File: src/rtl/uart_tx.sv
// uart_tx: FIFO-buffered UART transmitter, LSB first, optional even parity, 1 or 2 stop bits.
module uart_tx #(
  parameter int WIDTH       = 8,
  parameter int PARITY      = 0,
  parameter int STOP        = 1,
  parameter int SAMPLES     = 16,
  parameter int BUF_ADDR_SZ = 4
) (
  input  logic             clk,
  input  logic             rst_n,
  input  logic             wr_en,
  input  logic [WIDTH-1:0] wr_data,
  output logic             full,
  output logic             empty,
  output logic             overflow,
  output logic             busy,
  output logic             TxOut
);
  localparam int BW    = $clog2(SAMPLES);
  localparam int IW    = $clog2(WIDTH + 1);
  localparam int DEPTH = 1 << BUF_ADDR_SZ;
  typedef enum logic [2:0] {IDLE, START, DATA, PAR, STOP_BIT} state_t;
  state_t r_state, w_next;
  logic [WIDTH-1:0] r_mem [DEPTH];
  logic [BUF_ADDR_SZ-1:0] r_wp, r_rp;
  logic [BUF_ADDR_SZ:0] r_cnt;
  logic [BW-1:0] r_baud;
  logic [IW-1:0] r_idx, w_idx_next;
  logic [WIDTH-1:0] r_shift, w_shift_next;
  logic r_ovf, r_par, r_tx;
  logic w_push, w_pop, w_bit_end, w_last, w_par_next, w_tx_next;
  assign full      = r_cnt == (BUF_ADDR_SZ + 1)'(DEPTH);
  assign empty     = r_cnt == '0;
  assign overflow  = r_ovf;
  assign busy      = r_state != IDLE;
  assign TxOut     = r_tx;
  assign w_push    = wr_en & ~full;
  assign w_bit_end = r_baud == BW'(SAMPLES - 1);
  assign w_last    = r_idx == IW'(r_state == DATA ? WIDTH - 1 : STOP - 1);
  always_ff @(posedge clk)
    if (w_push) r_mem[r_wp] <= wr_data;
  always_ff @(posedge clk or negedge rst_n)
    if (!rst_n) begin
      r_wp  <= '0;
      r_rp  <= '0;
      r_cnt <= '0;
      r_ovf <= 1'b0;
    end else begin
      if (w_push) r_wp <= r_wp + 1'b1;
      if (w_pop) r_rp <= r_rp + 1'b1;
      if (w_push && !w_pop) r_cnt <= r_cnt + 1'b1;
      else if (!w_push && w_pop) r_cnt <= r_cnt - 1'b1;
      if (wr_en && full) r_ovf <= 1'b1;
    end
  always_ff @(posedge clk or negedge rst_n)
    if (!rst_n) r_state <= IDLE;
    else r_state <= w_next;
  always_comb begin
    w_next = r_state;
    case (r_state)
      IDLE:     w_next = empty ? IDLE : START;
      START:    w_next = w_bit_end ? DATA : START;
      DATA:     w_next = !(w_bit_end && w_last) ? DATA : (PARITY != 0 ? PAR : STOP_BIT);
      PAR:      w_next = w_bit_end ? STOP_BIT : PAR;
      STOP_BIT: w_next = !(w_bit_end && w_last) ? STOP_BIT : (empty ? IDLE : START);
      default:  w_next = IDLE;
    endcase
  end
  // Any entry into START (from IDLE or straight from the last stop bit) consumes the FIFO head.
  assign w_pop        = (w_next == START) && (r_state != START);
  assign w_shift_next = w_pop ? r_mem[r_rp] : (r_state == DATA && w_bit_end) ? r_shift >> 1 : r_shift;
  assign w_par_next   = w_pop ? 1'b0 : (r_state == DATA && w_bit_end) ? r_par ^ r_shift[0] : r_par;
  assign w_idx_next   = (w_next != r_state) ? '0 : w_bit_end ? r_idx + 1'b1 : r_idx;
  assign w_tx_next    = (w_next == START) ? 1'b0 : (w_next == DATA) ? w_shift_next[0] :
                        (w_next == PAR) ? w_par_next : 1'b1;
  always_ff @(posedge clk or negedge rst_n)
    if (!rst_n) begin
      r_baud  <= '0;
      r_idx   <= '0;
      r_shift <= '0;
      r_par   <= 1'b0;
      r_tx    <= 1'b1;
    end else begin
      r_baud  <= (w_next != r_state || r_state == IDLE) ? '0 : r_baud + 1'b1;
      r_idx   <= w_idx_next;
      r_shift <= w_shift_next;
      r_par   <= w_par_next;
      r_tx    <= w_tx_next;
    end
endmodule

File: config.mk
export PLATFORM = sky130hd
export DESIGN_NAME = uart_tx
export DESIGN_NICKNAME = d
export VERILOG_FILES = /design/src/rtl/uart_tx.sv
export SDC_FILE = /design/constraint.sdc
export NUM_CORES = 1
export LEC_CHECK = 0
export CAP_MARGIN = 40
export CORE_ASPECT_RATIO = 1.75
export CORE_MARGIN = 2
export CORE_UTILIZATION = 55
export CTS_CLUSTER_DIAMETER = 100
export DETAILED_ROUTE_END_ITERATION = 6
export GPL_ROUTABILITY_DRIVEN = 0
export PLACE_DENSITY = 0.72
export SYNTH_ARGS = -nofsm -noshare
export SYNTH_HDL_FRONTEND = slang
export SYNTH_SLANG_ARGS = --single-unit
File: constraint.sdc
create_clock -name clk -period 5.6 [get_ports clk]
set_clock_uncertainty 0.2 [all_clocks]
set_input_delay 1.68 -clock clk [delete_from_list [all_inputs] [get_ports clk]]
set_output_delay 1.68 -clock clk [all_outputs]
set_load 0.01 [all_outputs]
==> key figures, run 1 <==
Global route
  • Total global routing overflow: 0
  • GRT Resource Usage Total: 20.0%
  • Initial antenna violation count: 0
  • Vias in the first global route: 3,441
  • First-pass GRT wire length: 18,800 um
  • Largest net degree at the start of global routing: 36

Run status
  • Status: completed

Synthesis
  • Synth Cell Area: 6700 um2
  • Yosys cell types: 50
  • Seq/Total Area, Yosys: 70.4%
  • Ys Warns: 0
  • Flops & latches, synth: 163
  • Syn_nets: 403
  • Asr flop ratio synth: 21.5%
  • EDFF count, synth: 128
  • Synth Instances: 380
  • Synth Flop Type: edfxtp_1
  • Synthesized area per cell: 17.6 um2

Finish
  • Area of the multi-input gates: 1870 um2
  • Area grow syn2layout: 13.1%
  • Fill cells: 850
  • Antenna Cells: 0
  • Post-layout util: 63.5%
  • Proportion of layout cells with a drive suffix above 1: 20.9%
  • FF/Latch Area: 4720 um2
  • Final #Nets: 426

Clock tree
  • # hold bufs at CTS: 0
  • Post-CTS sizing: 0
  • Num CTS Buffers: 17
  • Root Driver: clkbuf_16
  • CTS tree: built
  • Setup repair bufs after CTS: 0
  • CTS Buffer Depth: 2
  • CTS sink cnt: 163
  • Clock slew at reported path FFs: 0.07 ns
  • Worst-skew pair later-pin latency: 0.42 ns
  • H-tree levels: 4

Floorplan
  • IO Pins: 16
  • Core ar.: 11,900 um2
  • Initial Utilization: 56.1%
  • Die span in x: 87.4 um
  • Die height: 150 um
  • Die area: 13,100 um2
  • Site Rows: 53

STA
  • Slew Limit Headroom: 42.4%
  • Max-slew violation count: 0
  • Tmin final: 4.11 ns
  • Total negative slack: 0 ns
  • Achievable frequency: 243 MHz
  • Worst-Margin Slew: 0.860 ns
  • Hold Fails Final Rpt: 0
  • Final setup vio count: 0
  • Unrepaired setup endpoints after global routing: false
  • Fin crit share: 73.4%

Power and ir drop
  • P_sw: 1220 uW
  • Lkg Pwr: 0.00263 uW
  • Seq pwr share: 42.8%
  • Clock power frac: 29.0%
  • Comb pwr share: 28.2%
  • Pwr Density: 506 nW/um2
  • Power Internal: 2620 uW
  • Switching part of the total: 31.7%
  • Worst VDD drop: 0.325 mV

Drt
  • Antenna-violating nets left: 0
  • Via density: 6.04
  • Drt initial violations: 181
  • Via Count: 3,341
  • WL per Instance: 21.7 um
  • DRC Markers: 0
  • Final WL: 12,000 um
  • DRT Pass-1 Iters: 5

Worst setup path
  • Startpoint types: register
  • CP Capture Point: empty
  • FF-to-FF path depth: 13
  • Max Fanout on Critical Path: 12
  • Capturing point of the worst reg2reg path: r_cnt[4]
  • Setup CP Type: reg2out
  • Critical R2R Launch: r_state[0]
  • Critical Path Start: r_cnt[0]
  • Setup crit end kind: primary output
  • Worst Path Required: 3.72 ns
  • Worst Path Arrival: 2.23 ns
  • R2R Setup Slk: 2.06 ns

Place
  • Port Buf Inserts: 15
  • Post-DP HPWL: 8290 um

Hold path
  • Hold Path Class: reg2reg

Job
  • Max-cap violation count: 0
==> state kept, by name, summed over array words and instances, names as in the netlist <==
signal    flops
r_mem       128
r_shift       8
r_cnt         5
r_baud        4
r_idx         4
r_rp          4
r_wp          4
r_state       3
TxOut         1
overflow      1
r_par         1
==> cell type report <==
class / count / share of cell area (%)
flip-flops and latches: 163 / 62.3
multi-input cells: 191 / 24.6
clock buffers: 17 / 5.61
repair buffers: 22 / 2.61
well taps: 137 / 2.26
clock inverters: 15 / 2.16
inverters: 8 / 0.429
==> metal layers <==
metal / global-route usage, % / wire length, um / share of wire [%] / vias up
met4: 7.23 / 104 / 0.87 / 0
met1: 22.8 / 4400 / 37 / 1715
li1: - / - / - / 1542
met2: 36.3 / 7120 / 59 / 77
met5: 0 / 0 / 0 / -
met3: 4.36 / 356 / 3.0 / 7
==> how the worst min path moves through the flow <==
| stage | endpoint | startpoint | depth (start not counted) | slack (ns) |
|---|---|---|---|---|
| 2_1_floorplan | r_baud[0] | r_baud[0] | 1 | 0.23 |
| 3_3_place_gp | overflow | overflow | 1 | 0.24 |
| 3_5_place_dp | overflow | overflow | 1 | 0.24 |
| 4_1_cts | overflow | overflow | 1 | 0.26 |
| 5_1_grt | r_baud[0] | r_baud[0] | 1 | 0.29 |
| 6_report | overflow | overflow | 1 | 0.26 |
==> synthesized netlist by cell type (3+ instances only) <==
library cell | n | area, um2
nor3_1 | 5 | 25.0
dfrtp_1 | 34 | 851
nand2_1 | 15 | 56.3
a21oi_1 | 5 | 25.0
buf_2 | 5 | 25.0
a211oi_1 | 6 | 45.0
nor2_1 | 28 | 105
nor2b_1 | 4 | 25.0
xnor2_1 | 11 | 96.3
ha_1 | 11 | 138
nand3_1 | 6 | 30.0
o21ai_0 | 5 | 25.0
inv_1 | 7 | 26.3
xor2_1 | 6 | 52.6
clkbuf_1 | 9 | 33.8
mux4_2 | 32 | 721
buf_1 | 3 | 11.3
a221o_1 | 6 | 60.1
edfxtp_1 | 128 | 3840
a21o_1 | 3 | 22.5
a22oi_1 | 12 | 90.1
==> critical path: stages (launching register included) <==
cell	delay [ns]
dfrtp_1	0.44
nor4_1	0.38
nor2b_1	0.18
buf_4	0.24
clkdlybuf4s50_1	0.57
==> cell families (layout without fill, tap and decap cells) <==
family	Yosys count	in the layout	share of synthesized area, %
flip-flops	163	163	70.4
AND/OR/NAND/NOR	75	75	5.66
AO/OA/AOI/OAI	50	50	5.90
multiplexers	37	37	11.7
buffers and inverters	26	62	1.70
XOR/XNOR	17	17	2.22
adder cells (fa/ha/maj)	12	12	2.35
==> metrics by stage <==
stage	instance area (um2)	total power, uW	hold slack, ns	std cells	setup WS (ns)
finish	7580	3840	0.257	553	1.49
global route	7580	4040	0.292	553	1.32
floorplan	6700	2480	0.233	380	1.87
detailed placement	6990	2760	0.243	521	1.05
global placement	6990	2730	0.238	521	1.11
CTS	7580	3880	0.259	553	1.45
==> power groups by stage <==
stage | Clock (uW) | Sequential, uW | Combinational [uW]
detailed placement | 0 | 1660 | 1090
CTS | 1130 | 1640 | 1100
global route | 1190 | 1660 | 1190
global placement | 0 | 1650 | 1070
floorplan | 0 | 1620 | 862
finish | 1110 | 1640 | 1080
==> cells in the final DEF (no fill, tap or decap), types with 6 or more instances in the layout <==
master and count:
xor2_1 6, a221o_1 6, inv_1 7, clkdlybuf4s50_1 14, a211oi_1 6, nand3_1 6, nand2_1 15, clkbuf_16 17
xnor2_1 11, nor2_1 28, mux4_2 32, dfrtp_1 33, a22oi_1 12, ha_1 11, edfxtp_1 128, buf_4 7
(Power assumes the default switching activity.)
==> run 2: changes to the inputs <==
==> constraint.sdc (replaced) <==
create_clock -name clk -period 3.9 [get_ports clk]
set_clock_uncertainty 0.2 [all_clocks]
set_input_delay 1.17 -clock clk [delete_from_list [all_inputs] [get_ports clk]]
set_output_delay 1.17 -clock clk [all_outputs]
set_load 0.01 [all_outputs]
==> key figures, run 2 (synthesis results as in run 1) <==
Run status
  • Status: completed (unchanged)

Global route
  • Initial antenna violation count: 0 (unchanged)
  • First-pass GRT wire length: 19,400 um (was 18,800 um)
  • Vias in the first global route: 3,605 (was 3,441)
  • GRT Resource Usage Total: 20.4% (was 20.0%)
  • Largest net degree at the start of global routing: 36 (unchanged)
  • Total global routing overflow: 0 (unchanged)

Worst setup path
  • Max stage delay cell, worst path: clkdlybuf4s50_1 (unchanged)
  • CP Capture Point: empty (unchanged)
  • Critical Path Start: r_cnt[0] (unchanged)
  • FF-to-FF path depth: 13 (unchanged)
  • Max Fanout on Critical Path: 4 (was 12)
  • Max stage delay on crit path: 0.64 ns (was 0.57 ns)
  • Startpoint types: register (unchanged)
  • Worst Path Arrival: 2.36 ns (was 2.23 ns)
  • Crit-path cells: nor4_1 -> nor2b_1 -> clkdlybuf4s50_1 (was nor4_1 -> nor2b_1 -> buf_4 -> clkdlybuf4s50_1)
  • Worst Path Required: 2.53 ns (was 3.72 ns)
  • Setup CP Type: reg2out (unchanged)
  • Setup crit end kind: primary output (unchanged)
  • R2R Setup Slk: 0.28 ns (was 2.06 ns)
  • Capturing point of the worst reg2reg path: r_cnt[4] (unchanged)
  • Critical R2R Launch: r_state[0] (unchanged)

Power and ir drop
  • Pwr Density: 734 nW/um2 (was 506 nW/um2)
  • P_sw: 1700 uW (was 1220 uW)
  • Switching part of the total: 30.0% (was 31.7%)
  • Seq pwr share: 42.4% (was 42.8%)
  • Clock power frac: 30.2% (was 29.0%)
  • Worst VDD drop: 0.751 mV (was 0.325 mV)
  • Comb pwr share: 27.4% (was 28.2%)
  • Power Internal: 3970 uW (was 2620 uW)
  • Lkg Pwr: 0.00274 uW (was 0.00263 uW)

Hold path
  • Hold Path Class: reg2reg (unchanged)

STA
  • Hold Fails Final Rpt: 0 (unchanged)
  • Max-slew violation count: 0 (unchanged)
  • Hold slack final: 0.257 ns (about the same)
  • Slew Limit Headroom: 46.4% (was 42.4%)
  • Tmin final: 3.73 ns
  • Worst-Margin Slew: 0.804 ns (was 0.860 ns)
  • Fin crit share: 95.6%
  • Achievable frequency: 268 MHz
  • Total negative slack: 0 ns (unchanged)
  • Unrepaired setup endpoints after global routing: false (unchanged)
  • Final setup vio count: 0 (unchanged)

Clock tree
  • CTS Buffer Depth: 2 (unchanged)
  • CTS sink cnt: 163 (unchanged)
  • H-tree levels: 4 (unchanged)
  • CTS tree: built (unchanged)
  • Post-CTS sizing: 0 (unchanged)
  • # hold bufs at CTS: 0 (unchanged)
  • Root Driver: clkbuf_16 (unchanged)
  • Setup repair bufs after CTS: 0 (unchanged)
  • Num CTS Buffers: 17 (unchanged)
  • Clock slew at reported path FFs: 0.06 ns (was 0.07 ns)
  • Worst-skew pair later-pin latency: 0.41 ns (was 0.42 ns)

Finish
  • Area grow syn2layout: 15.4% (was 13.1%)
  • Most frequent cells in the layout: 128 x edfxtp_1, 33 x dfrtp_1, 32 x mux4_2 (unchanged)
  • Max FFs per register: 128 (unchanged)
  • Final instance area: 7740 um2 (was 7580 um2)
  • Antenna Cells: 0 (unchanged)
  • Commonest non-fill, non-tap cell in the layout: edfxtp_1 (unchanged)
  • Final #Nets: 441 (was 426)
  • Reg with most FFs: r_mem (unchanged)
  • Top flop regs: r_mem x128, r_shift x8, r_cnt x5 (unchanged)
  • Post-layout util: 64.8% (was 63.5%)
  • Proportion of layout cells with a drive suffix above 1: 23.7% (was 20.9%)

Floorplan
  • Initial Utilization: 56.1% (unchanged)
  • Core ar.: 11,900 um2 (unchanged)
  • Die span in x: 87.4 um (unchanged)
  • Die area: 13,100 um2 (unchanged)
  • IO Pins: 16 (unchanged)
  • Die height: 150 um (unchanged)
  • Site Rows: 53 (unchanged)

Drt
  • Via Count: 3,359 (was 3,341)
  • DRT Pass-1 Iters: 5 (unchanged)
  • Final WL: 12,200 um (was 12,000 um)
  • Drt initial violations: 133 (was 181)
  • Antenna-violating nets left: 0 (unchanged)
  • DRC Markers: 0 (unchanged)
  • WL per Instance: 21.6 um (was 21.7 um)
  • Via density: 5.91 (was 6.04)

Place
  • Placed cell areas: 7120 um2 (was 6990 um2)
  • Post-DP HPWL: 8470 um (was 8290 um)
  • Port Buf Inserts: 15 (unchanged)

Job
  • Max-cap violation count: 0 (unchanged)
==> run 2: cell types whose count changed in the layout (fill, tap and decap cells not counted), sizes merged <==
cell | before | now
clkinvlp | 2 | 0
buf | 8 | 23
bufinv | 0 | 3
inv | 16 | 15
==> run 2: area by class of cell <==
type	count	area, um2
repair buffers	37	323
well taps	137	171
clock buffers	17	425
inverters	8	32.5
fillers	829	4200
multi-input cells	191	1870
flip-flops and latches	163	4720
clock inverters	15	195
==> run 2: how the worst min path moves through the flow <==
stage	slack (ns)	cells past startpoint	end	startpoint
finish	0.26	1	overflow	overflow
global route	0.27	1	overflow	overflow
CTS	0.26	1	overflow	overflow
detailed placement	0.25	1	overflow	overflow
global placement	0.24	1	overflow	overflow
floorplan	0.23	1	r_baud[0]	r_baud[0]
==> run 2: per-stage QoR <==
stage	cells	setup slack [ns]	total power [uW]
2_1_floorplan	380	0.676	3570
3_3_place_gp	536	0.335	3950
3_5_place_dp	536	0.241	4010
4_1_cts	568	0.114	5740
5_1_grt	568	0.0547	5970
6_report	568	0.172	5670
==> run 2: routing by layer <==
layer	GRT usage [%]	part of all wire (%)
met3	4.80	2.1
met1	22.8	37
met2	37.9	59
met4	6.08	1.1
met5	0	0
==> run 2: critical path, delay by kind of cell, from the launching register on <==
| kind | cells | cell delay, ns |
|---|---|---|
| flops | 1 | 0.44 |
| buf+inv | 1 | 0.64 |
| simple gates | 2 | 0.86 |
==> run 2: power groups by stage <==
stage	Combinational, uW	Sequential, uW	Clock, uW
floorplan	1240	2330	0
global placement	1530	2420	0
detailed placement	1570	2440	0
CTS	1590	2410	1750
global route	1710	2440	1810
finish	1560	2410	1710
